--- src/rtl/t_down_counter_pkg.sv ---
// Shared definitions for the T flip-flop down-counter/timer.
//   state_e       : controller state encoding (ST_IDLE / ST_RUN)
//   DEFAULT_WIDTH : default counter width in bits
package t_down_counter_pkg;

    localparam int DEFAULT_WIDTH = 8;

    typedef enum logic {
        ST_IDLE = 1'b0,
        ST_RUN  = 1'b1
    } state_e;

endpackage

--- src/rtl/t_down_counter_t_ff_sync.sv ---
// Single T flip-flop with synchronous active-high reset and synchronous load.
// Ports:
//   CLK   : rising-edge clock
//   Reset : synchronous active-high reset (highest priority), clears Q
//   Load  : synchronous load of D (above toggle)
//   D     : load value
//   T     : toggle enable
//   Q     : flip-flop output
module t_ff_sync (
    input  logic CLK,
    input  logic Reset,
    input  logic Load,
    input  logic D,
    input  logic T,
    output logic Q
);

    logic q_q;

    always_ff @(posedge CLK) begin
        if (Reset) begin
            q_q <= 1'b0;
        end else if (Load) begin
            q_q <= D;
        end else if (T) begin
            q_q <= ~q_q;
        end
    end

    assign Q = q_q;

endmodule

--- src/rtl/t_down_counter.sv ---
// Loadable down-counter/timer built from T flip-flops, with optional
// auto-reload for periodic ticks.
// Ports:
//   CLK        : rising-edge clock
//   Reset      : synchronous active-high reset (overrides Load and T)
//   Load       : load D into counter and reload register, start a run
//   D          : start/reload value
//   T          : count enable in RUN
//   AutoReload : 1 = reload on terminal count, 0 = one-shot
//   Q          : current count
//   Zero       : combinational Q == 0
//   Busy       : registered, high while in RUN
//   Done       : registered one-cycle terminal-count pulse
//
// state   | meaning
// --------+-----------------------------------------------
// ST_IDLE | counter holds, T ignored
// ST_RUN  | counting down on T, Q is never 0 here
module t_down_counter
    import t_down_counter_pkg::*;
#(
    parameter int WIDTH = DEFAULT_WIDTH
) (
    input  logic             CLK,
    input  logic             Reset,
    input  logic             Load,
    input  logic [WIDTH-1:0] D,
    input  logic             T,
    input  logic             AutoReload,
    output logic [WIDTH-1:0] Q,
    output logic             Zero,
    output logic             Busy,
    output logic             Done
);

    state_e           state_q, state_d;
    logic [WIDTH-1:0] reload_q, reload_d;
    logic             done_q, done_d;

    logic             cnt_en;
    logic             term_cnt;
    logic             ff_load;
    logic [WIDTH-1:0] ff_d;
    logic [WIDTH-1:0] tog;

    // The Q != 0 term guards against a wrap to all-ones even if RUN were
    // somehow entered with a zero count.
    assign cnt_en   = (state_q == ST_RUN) && T && (Q != '0);
    assign term_cnt = cnt_en && (Q == WIDTH'(1));

    // An auto-reload at terminal count reuses the flip-flops' load path;
    // an external Load always takes the D value.
    assign ff_load  = Load || (term_cnt && AutoReload);
    assign ff_d     = Load ? D : reload_q;

    // Borrow chain: bit i toggles only when every lower bit is zero.
    always_comb begin
        tog    = '0;
        tog[0] = cnt_en;
        for (int i = 1; i < WIDTH; i++) begin
            tog[i] = tog[i-1] && !Q[i-1];
        end
    end

    for (genvar g = 0; g < WIDTH; g++) begin : g_bit
        t_ff_sync u_tff (
            .CLK   (CLK),
            .Reset (Reset),
            .Load  (ff_load),
            .D     (ff_d[g]),
            .T     (tog[g]),
            .Q     (Q[g])
        );
    end

    always_comb begin
        state_d  = state_q;
        reload_d = reload_q;
        done_d   = 1'b0;
        if (Load) begin
            reload_d = D;
            state_d  = (D != '0) ? ST_RUN : ST_IDLE;
        end else if (term_cnt) begin
            done_d = 1'b1;
            if (!AutoReload) begin
                state_d = ST_IDLE;
            end
        end
    end

    always_ff @(posedge CLK) begin
        if (Reset) begin
            state_q  <= ST_IDLE;
            reload_q <= '0;
            done_q   <= 1'b0;
        end else begin
            state_q  <= state_d;
            reload_q <= reload_d;
            done_q   <= done_d;
        end
    end

    assign Zero = (Q == '0);
    assign Busy = (state_q == ST_RUN);
    assign Done = done_q;

endmodule

--- config.mk ---
export PLATFORM = sky130hd
export DESIGN_NAME = t_down_counter
export DESIGN_NICKNAME = d
export VERILOG_FILES = /design/src/rtl/t_down_counter_pkg.sv /design/src/rtl/t_down_counter_t_ff_sync.sv /design/src/rtl/t_down_counter.sv
export SDC_FILE = /design/constraint.sdc
export NUM_CORES = 1
export LEC_CHECK = 0
export BUFFER_PORTS_ARGS = -buffer_cell sky130_fd_sc_hd__buf_4
export CAP_MARGIN = 20
export CORE_MARGIN = 2
export CORE_UTILIZATION = 45
export DETAILED_ROUTE_END_ITERATION = 8
export PLACE_DENSITY_LB_ADDON = 0.15
export SLEW_MARGIN = 20
export SYNTH_ARGS = -nofsm -noshare
export SYNTH_HDL_FRONTEND = slang
export SYNTH_SLANG_ARGS = --single-unit
--- constraint.sdc ---
create_clock -name CLK -period 1.9 [get_ports CLK]
set_input_delay 0.19 -clock CLK [delete_from_list [all_inputs] [get_ports CLK]]
set_output_delay 0.19 -clock CLK [all_outputs]
set_load 0.05 [all_outputs]
## Yosys cells after proc, flatten, opt, wreduce, memory -nomap -nowiden

Index checks and enable logic that the tools add are counted.

- Reductions and logical operators: 33
- $mul: 0
- $lt $le $gt $ge: 0
- Eq/ne operators: 2
- Mux-type cells: 22
- Div/mod/pow operators: 0
- Bitwise gates (word level): 8
- Shifts and indexed selects: 0
- $add $sub $neg: 0

Operators with widths:

| kind | number |
|---|---|
| 2-to-1 mux 1 bit | 21 |
| nonzero test 2 bit | 9 |
| nonzero test 8 bit | 2 |
| logical AND 1 bit | 11 |
| equality test 8 x 1 -> 1 bit, second input constant | 1 |
| logical NOT 8 bit | 1 |
| 2-to-1 mux 8 bit | 1 |
| inverter 1 bit | 8 |
| logical NOT 1 bit | 7 |
| inequality test 2 bit, second input constant | 1 |
| AND reduction 2 bit | 1 |
| OR reduction 2 bit | 1 |
| logical OR 1 bit | 1 |

- Memory bits (read-only): 0
- Bits of input ports: 13
- Register bits after elaboration: 18
- Bits in latches: 0
- RAM bits: 0
- Logic and storage cells: 76
- Memories: 0

## Longest topological paths before layout

Gate-level depths: netlist of run 1.

- Depth in word-level cells: 11
- Gate-level depth with buffers: 6
- Depth with buffers taken out: 4

## Cells and area by module

From an unflattened synthesis of run 1, not the netlist that was laid out.

- Cell total of the unflattened synthesis: 97
- Area, all modules: 989.7 µm²

By module, submodules not included:

| module | times used | cells each | area each (µm²) |
|---|---|---|---|
| t_down_counter | 1 | 57 | 579.3 |
| t_ff_sync | 8 | 5 | 51.3 |

## Least setup slack after synthesis of run 1

Ideal clock, no wire load.

- Kind: reg-to-reg
- Start: reg g_bit[7].u_tff.q_q
- End: reg g_bit[0].u_tff.q_q
- Period minus slack after synthesis: 2189 ps
- Setup time: 145 ps
- Arrival time: 2044 ps
- Setup slack: -289 ps
- Path buffers: 1
- Cell stages (with the launch flop): 6
- Cells stage by stage: dfxtp_1 -> or4_4 -> buf_6 -> nor2_1 -> or4_2 -> o311ai_0

- Cells in the longest elaborated chain, start to end: 6
- Elaborated cells between the ends (all ways): 8

Ends and longest elaborated chain:

| item | line | RTL |
|---|---|---|
| start, declared | t_down_counter_t_ff_sync.sv:18 | `logic q_q;` |
| start signal, assigned | t_down_counter_t_ff_sync.sv:26 | `q_q <= ~q_q;` |
| nonzero test 8 bit | t_down_counter.sv:48 | `assign cnt_en = (state_q == ST_RUN) && T && (Q != '0);` |
| logical AND 1 bit | t_down_counter.sv:48 |  |
| logical AND 1 bit | t_down_counter.sv:49 | `assign term_cnt = cnt_en && (Q == WIDTH'(1));` |
| logical AND 1 bit | t_down_counter.sv:53 | `assign ff_load = Load \|\| (term_cnt && AutoReload);` |
| logical OR 1 bit | t_down_counter.sv:53 |  |
| 2-to-1 mux 1 bit / nonzero test 2 bit (equally long branches) | - |  |
| end signal, assigned | t_down_counter_t_ff_sync.sv:26 |  |
| end, declared | t_down_counter_t_ff_sync.sv:18 |  |

Parallel ways exist; a longest one is shown, timed or not.
A chain may end at the register's enable or synchronous reset.

## Final worst setup path of run 1

- Start: reg g_bit[5].u_tff.q_q
- End: reg g_bit[3].u_tff.q_q

- Cells in the longest elaborated chain, start to end: 6
- Elaborated cells between the ends (all ways): 11

Ends and longest elaborated chain:

| item | line |
|---|---|
| start, declared | t_down_counter_t_ff_sync.sv:18 |
| start signal, assigned | t_down_counter_t_ff_sync.sv:26 |
| nonzero test 8 bit | t_down_counter.sv:48 |
| logical AND 1 bit | t_down_counter.sv:48 |
| logical AND 1 bit, on equally long branches | t_down_counter.sv:49, t_down_counter.sv:61 |
| logical AND 1 bit, on equally long branches | t_down_counter.sv:53, t_down_counter.sv:61 |
| logical OR 1 bit / logical AND 1 bit (equally long branches) | t_down_counter.sv:53, t_down_counter.sv:61 |
| 2-to-1 mux 1 bit / nonzero test 2 bit (equally long branches) | - |
| end signal, assigned | t_down_counter_t_ff_sync.sv:26 |
| end, declared | t_down_counter_t_ff_sync.sv:18 |

Parallel ways exist; a longest one is shown, timed or not.

==> qor.yml, run 1 <==
status: "completed"
vias: 911
setup_ws_ns: 0.01971
cts_tree: "done"
rr_worst_depth: 5
grt_first_pass_wirelength_um: 3808
period_minus_slack_ns: 1.880
cts_made_buffers: 3
final_area_mm2: 0.001274
nets: 148
whs_ns: 0.1753
dp_hpwl_um: 1724
fin_crit_sh_pct: 98.96
cpMaxStageDelayCell: "or4_4"
grt_max_degree: 20
cts_root_buffer: "clkbuf_4"
ys_types: 32
area_growth_pct: 35.19
critPathMaxStageDelay_ns: 0.57
dieHeight_um: 49.76
path_cells: "or4_4 -> buf_6 -> o41a_1 -> o221a_2 -> a211oi_2"
crit_path_end_kind: "flop"
synth_seq_cells: 18
cts.clk_slew.worst_paths_ns: 0.10
min_to: "reload_q[5]$_SDFF_PP0_"
ctsHoldBuffers: 0
place_inst: 153
place_congestion: 0.9360
drive_gt1_share_pct: 47.01
syn_inst: 101
reg2reg_to: "g_bit[3].u_tff.Q$_SDFFE_PP0P_"
totalWireLength_um: 2317
layout_common_cells: "39 x buf_4, 15 x dfxtp_1, 11 x nor2_1, 8 x mux2i_1, 8 x nand2_1"
reg2reg_setup_slack_ns: 0.02
place_area_mm2: 0.001174
die_x_um: 49.76
synth_nets: 114
drc_errors: 0
port_buffers: 23
finalSetupViolCount: 0
cts-htree-levels: 1
clk_latency_ns: 0.29
cts_buffer_depth: 2
syn-cell-area_um2: 942.2
syn_avg_cell_area_um2: 9.328
crit_fanout: 6
utilization_pct: 64.92
ir_drop_mv: 0.5103
preCtsSetupSlack_ns: -0.004048
slew_violations: 0
layout_commonest_cell: "buf_4"
multi_input_area_um2: 495.5
cp.required_ns: 2.11
grtUsageTotal_pct: 19.68
routed_via_density: 5.658
worst_slew_pin_slew_ns: 0.5709
startpoint_type: "flop"
slew_headroom_pct: 60.96
ys_seq_area_share_pct: 38.25
hold_class: "input port to flop"
n_antenna_cell: 0
regArea_um2: 366.6
fmax_mhz: 531.8
rsz0062_at_grt: "yes"
die-area_mm2: 0.002476
final_cells: 161
path_delay_family: "compound AO/OA/AOI/OAI gates"
yosysWarnings: 0
core_area_mm2: 0.001962
start_util_pct: 48.02
hold_viol_final: 0
rows: 16
skew_ns: 0.008568
cp.arrival_ns: 2.09
antenna_found_initial: 0
gr-total-overflow: 0
crit_type: "flop to flop"
io_pins: 24
drv_cap: 0
power_per_cell_area_mw_per_mm2: 750.3
antenna_left: 0
first_global_vias: 840
num-fill-cells: 191
clock_sinks: 18
drt_iter0_markers: 30
crit_buf_inv: 1
r2r-start: "g_bit[5].u_tff.Q$_SDFFE_PP0P_"
min_from: "D[5]"
wire_per_inst_um: 14.39
firstDrtPassIters: 4
hold_path_depth: 3
power_leakage_nw: 0.5578
## cell type report
class                   instances  area share (%)
multi-input cells              66           38.90
well taps                      27           2.652
repair buffers                 42           25.64
clock buffers                   4           2.849
inverters                       4           1.179
flip-flops and latches         18           28.78
## metal layers
metal | vias up | global-route usage [%] | wire [µm]
li1 | 438 | - | -
met1 | 434 | 27.44 | 1105
met2 | 37 | 29.11 | 1053
met3 | 2 | 3.636 | 136
met4 | 0 | 9.259 | 21
met5 | - | 0 | 0
## logic make-up (layout without fill, tap and decap cells)
family	after synthesis	after routing	share of synthesized area, %
and+or+nand+nor	37	37	21.78
AOI/OAI and AO/OA	21	21	19.92
buffers and inverters	17	50	11.55
DFF	18	18	38.25
muxes	8	8	8.500
## synthesized netlist by cell type
master | count | area (µm²)
or2_2 | 1 | 6.260
or4_4 | 1 | 11.26
or4_2 | 1 | 8.760
buf_6 | 2 | 22.52
clkbuf_1 | 3 | 11.26
nor4bb_1 | 1 | 10.01
a31oi_1 | 2 | 12.51
a221oi_1 | 2 | 17.52
o41ai_1 | 1 | 8.760
dfxtp_1 | 18 | 360.4
a211oi_1 | 3 | 22.52
nor3_1 | 1 | 5.000
mux2i_1 | 8 | 80.08
o41a_1 | 1 | 11.26
a21oi_1 | 4 | 20.02
o41ai_4 | 1 | 27.53
or4bb_4 | 1 | 15.01
a2111oi_0 | 1 | 8.760
inv_1 | 4 | 15.01
a211oi_2 | 2 | 25.02
nor4_1 | 6 | 37.54
a21o_2 | 1 | 8.760
and4_2 | 1 | 10.01
or4_1 | 2 | 15.01
nor2_1 | 12 | 45.04
o21ai_0 | 1 | 5.000
nand3_1 | 1 | 5.000
nand2_1 | 8 | 30.03
buf_4 | 8 | 60.06
or3_1 | 1 | 6.260
o221a_2 | 1 | 11.26
o311ai_0 | 1 | 8.760
## per-stage QoR
| step | total power (W) | setup TNS [ns] |
|---|---|---|
| global placement | 0.0006969 | 0 |
| finish | 0.0009556 | 0 |
| CTS | 0.0009449 | -0.001013 |
| global route | 0.001003 | -0.03009 |
| detailed placement | 0.0007012 | -0.004048 |
| floorplan | 0.0006140 | -0.01238 |
## power breakdown
part / internal [W] / switching, W
Combinational: 0.000130 / 0.000174
Clock: 0.000117 / 0.000119
Sequential: 0.000402 / 0.0000142
## flip-flops by register name, summed over array words and instances, names as in the netlist
name / flops
Busy: 1
Done: 1
g_bit.u_tff.Q: 8
reload_q: 8
## tightest hold or removal path: cells and delay by family
kind | cells | cell delay [ns]
and+or+nand+nor | 1 | 0.08
muxes | 1 | 0.08
buffers and inverters | 1 | 0.08
## how the worst max path moves through the flow
| stage | startpoint | end | slack, ns | cells past startpoint |
|---|---|---|---|---|
| 6_report | g_bit[5].u_tff.Q$_SDFFE_PP0P_ | g_bit[3].u_tff.Q$_SDFFE_PP0P_ | 0.02 | 5 |
| 3_5_place_dp | g_bit[7].u_tff.Q$_SDFFE_PP0P_ | g_bit[3].u_tff.Q$_SDFFE_PP0P_ | -0.004 | 5 |
| 2_1_floorplan | g_bit[7].u_tff.Q$_SDFFE_PP0P_ | g_bit[0].u_tff.Q$_SDFFE_PP0P_ | -0.01 | 5 |
| 3_3_place_gp | g_bit[7].u_tff.Q$_SDFFE_PP0P_ | g_bit[3].u_tff.Q$_SDFFE_PP0P_ | 0.07 | 5 |
| 5_1_grt | g_bit[5].u_tff.Q$_SDFFE_PP0P_ | g_bit[3].u_tff.Q$_SDFFE_PP0P_ | -0.02 | 5 |
| 4_1_cts | g_bit[7].u_tff.Q$_SDFFE_PP0P_ | g_bit[3].u_tff.Q$_SDFFE_PP0P_ | -0.001 | 5 |
## what timing repair did
action	4_1_cts	5_1_grt
buffers inserted	0	4
pin swaps	0	3
resized for setup	3	6
setup endpoints to repair	2	4
Note: power is estimated with default switching activity, not from simulation.
==> run 2, diff against run 1 <==
==> constraint.sdc (replaced) <==
create_clock -name CLK -period 1.9 [get_ports CLK]
set_input_delay 0.095 -clock CLK [delete_from_list [all_inputs] [get_ports CLK]]
set_output_delay 0.095 -clock CLK [all_outputs]
set_load 0.05 [all_outputs]
==> run 2 against run 1 <==
Sequential share of layout area grew 0.32 points. Critical path type unchanged. Critical path depth grew 1. Total power shrank 4.2%. Flip-flop and latch count is the same. Worst hold slack lost 0.093 ns. Count of clock-buffer cells in the layout is the same. Final area shrank 1.8%.
==> qor.yml, run 2 (synthesized netlist as in run 1, its figures left out) <==
status: "completed"
hold_path_depth: 3  # unchanged
period_minus_slack_ns: 1.862  # -0.01807 ns
firstDrtPassIters: 4  # unchanged
die-area_mm2: 0.002476  # unchanged
dp_hpwl_um: 1790  # +3.9%
wire_per_inst_um: 14.87  # +3.3%
gr-total-overflow: 0  # unchanged
crit_path_end_kind: "flop"
crit_start: "g_bit[5].u_tff.Q$_SDFFE_PP0P_"
port_buffers: 23  # unchanged
antenna_left: 0  # unchanged
vias: 901  # -1.1%
rows: 16  # unchanged
nets: 147  # -0.68%
grtUsageMet3_pct: 3.636  # unchanged
antenna_found_initial: 0  # unchanged
grtUsageMet1_pct: 28.60  # +1.2 points
fin_crit_sh_pct: 98.01  # -0.95 points
reg2reg_to: "g_bit[6].u_tff.Q$_SDFFE_PP0P_"
met2_usage_pct: 32.22  # +3.1 points
die_x_um: 49.76  # unchanged
power_per_cell_area_mw_per_mm2: 731.8  # -2.5%
cp.arrival_ns: 2.07  # -0.02 ns
utilization_pct: 63.78  # -1.1 points
cts_buffer_depth: 2  # unchanged
clk_latency_ns: 0.30  # about the same
r2r-start: "g_bit[5].u_tff.Q$_SDFFE_PP0P_"
slew_violations: 0  # unchanged
cts-htree-levels: 1  # unchanged
skew_ns: 0.007486  # -0.001082 ns
layout_common_cells: "39 x buf_4, 17 x dfxtp_1, 11 x nor2_1, 8 x mux2i_1, 8 x nand2_1"
finalSetupViolCount: 0  # unchanged
rr_worst_depth: 6  # +1
power_leakage_nw: 0.5475  # -1.9%
drc_errors: 0  # unchanged
cts_root_buffer: "clkbuf_4"
core_area_mm2: 0.001962  # unchanged
clock_sinks: 18  # unchanged
grtUsageTotal_pct: 21.33  # +1.6 points
rsz0062_at_grt: "yes"
cts.clk_slew.worst_paths_ns: 0.10  # about the same
startpoint_type: "flop"
preCtsSetupSlack_ns: -0.03987  # -0.03582 ns
grt_max_degree: 20  # unchanged
crit_type: "flop to flop"
ir_drop_mv: 0.5278  # +3.4%
worst_slew_pin_slew_ns: 0.5340  # -0.03686 ns
ctsHoldBuffers: 0  # unchanged
io_pins: 24  # unchanged
n_antenna_cell: 0  # unchanged
dieHeight_um: 49.76  # unchanged
setup_ws_ns: 0.03778  # +0.01807 ns
slew_headroom_pct: 63.48  # +2.5 points
grt_first_pass_wirelength_um: 4008  # +5.3%
area_growth_pct: 32.80
start_util_pct: 48.02  # unchanged
routed_via_density: 5.631  # -0.48%
first_global_vias: 877  # +4.4%
layout_commonest_cell: "buf_4"
drv_cap: 0  # unchanged
cp.required_ns: 2.11  # about the same
hold_viol_final: 0  # unchanged
crit_fanout: 4  # -2
totalWireLength_um: 2379  # +2.7%
cts_made_buffers: 3  # unchanged
drt_iter0_markers: 26  # -13%
top_usage_layer: "met2"
hold_class: "input port to flop"
place_congestion: 0.9326  # -0.36%
drive_gt1_share_pct: 45.11  # -1.9 points
cts_tree: "done"
reg2reg_setup_slack_ns: 0.04  # +0.02 ns
endpoint: "g_bit[6].u_tff.Q$_SDFFE_PP0P_"
finalSetupTns_ns: 0  # unchanged
fmax_mhz: 537.0  # +0.97%
-- run 2: per-stage QoR --
stage	cell area [µm²]	hold WS (ns)	instances	power (W)
2_1_floorplan	948.4	0.2616	101	0.0006140
3_3_place_gp	1166	0.3781	152	0.0006957
3_5_place_dp	1166	0.3902	152	0.0006998
4_1_cts	1197	0.06874	156	0.0009033
5_1_grt	1251	0.09447	160	0.0009690
6_report	1251	0.08215	160	0.0009156
-- run 2: worst min-delay path by stage --
| stage | startpoint | slack, ns | end |
|---|---|---|---|
| after global placement | D[5] | 0.38 | reload_q[5]$_SDFF_PP0_ |
| after detailed placement | D[2] | 0.39 | reload_q[2]$_SDFF_PP0_ |
| final | D[6] | 0.08 | reload_q[6]$_SDFF_PP0_ |
| after CTS | D[2] | 0.07 | reload_q[2]$_SDFF_PP0_ |
| after floorplan | D[4] | 0.26 | reload_q[4]$_SDFF_PP0_ |
| after global routing | D[6] | 0.09 | reload_q[6]$_SDFF_PP0_ |
-- run 2: worst max-delay path: stages, from the launching register on --
cell      delay [ns]
dfxtp_1         0.32
or4_4           0.57
o41ai_4         0.35
buf_4           0.19
buf_4           0.11
nor3_1          0.04
a211oi_1        0.20
-- run 2: routing by layer --
layer,wire (µm),vias to the layer above
met3,160,11
met5,0,-
met4,74,0
met2,1064,48
li1,-,436
met1,1080,406
-- run 2: cell type report --
| cell class | instances | area, µm² |
|---|---|---|
| timing repair buffer | 41 | 315.3 |
| tap | 27 | 33.78 |
| sequential | 18 | 364.1 |
| inverter | 4 | 15.01 |
| multi-input combinational | 66 | 496.7 |
| fill | 186 | 710.7 |
| clock buffer | 4 | 26.28 |
-- run 2: where the power goes --
| part | leakage, nW | internal [W] | total [W] | switching, W |
|---|---|---|---|---|
| Combinational | 0.383 | 0.000125 | 0.000300 | 0.000175 |
| Clock | 0.0150 | 0.0000818 | 0.000201 | 0.000120 |
| Sequential | 0.149 | 0.000401 | 0.000414 | 0.0000135 |
-- run 2: repair_timing --
item	4_1_cts	5_1_grt
setup buffers	0	4
setup endpoints to repair	1	6
pin swaps	1	3
gates resized for setup	1	6
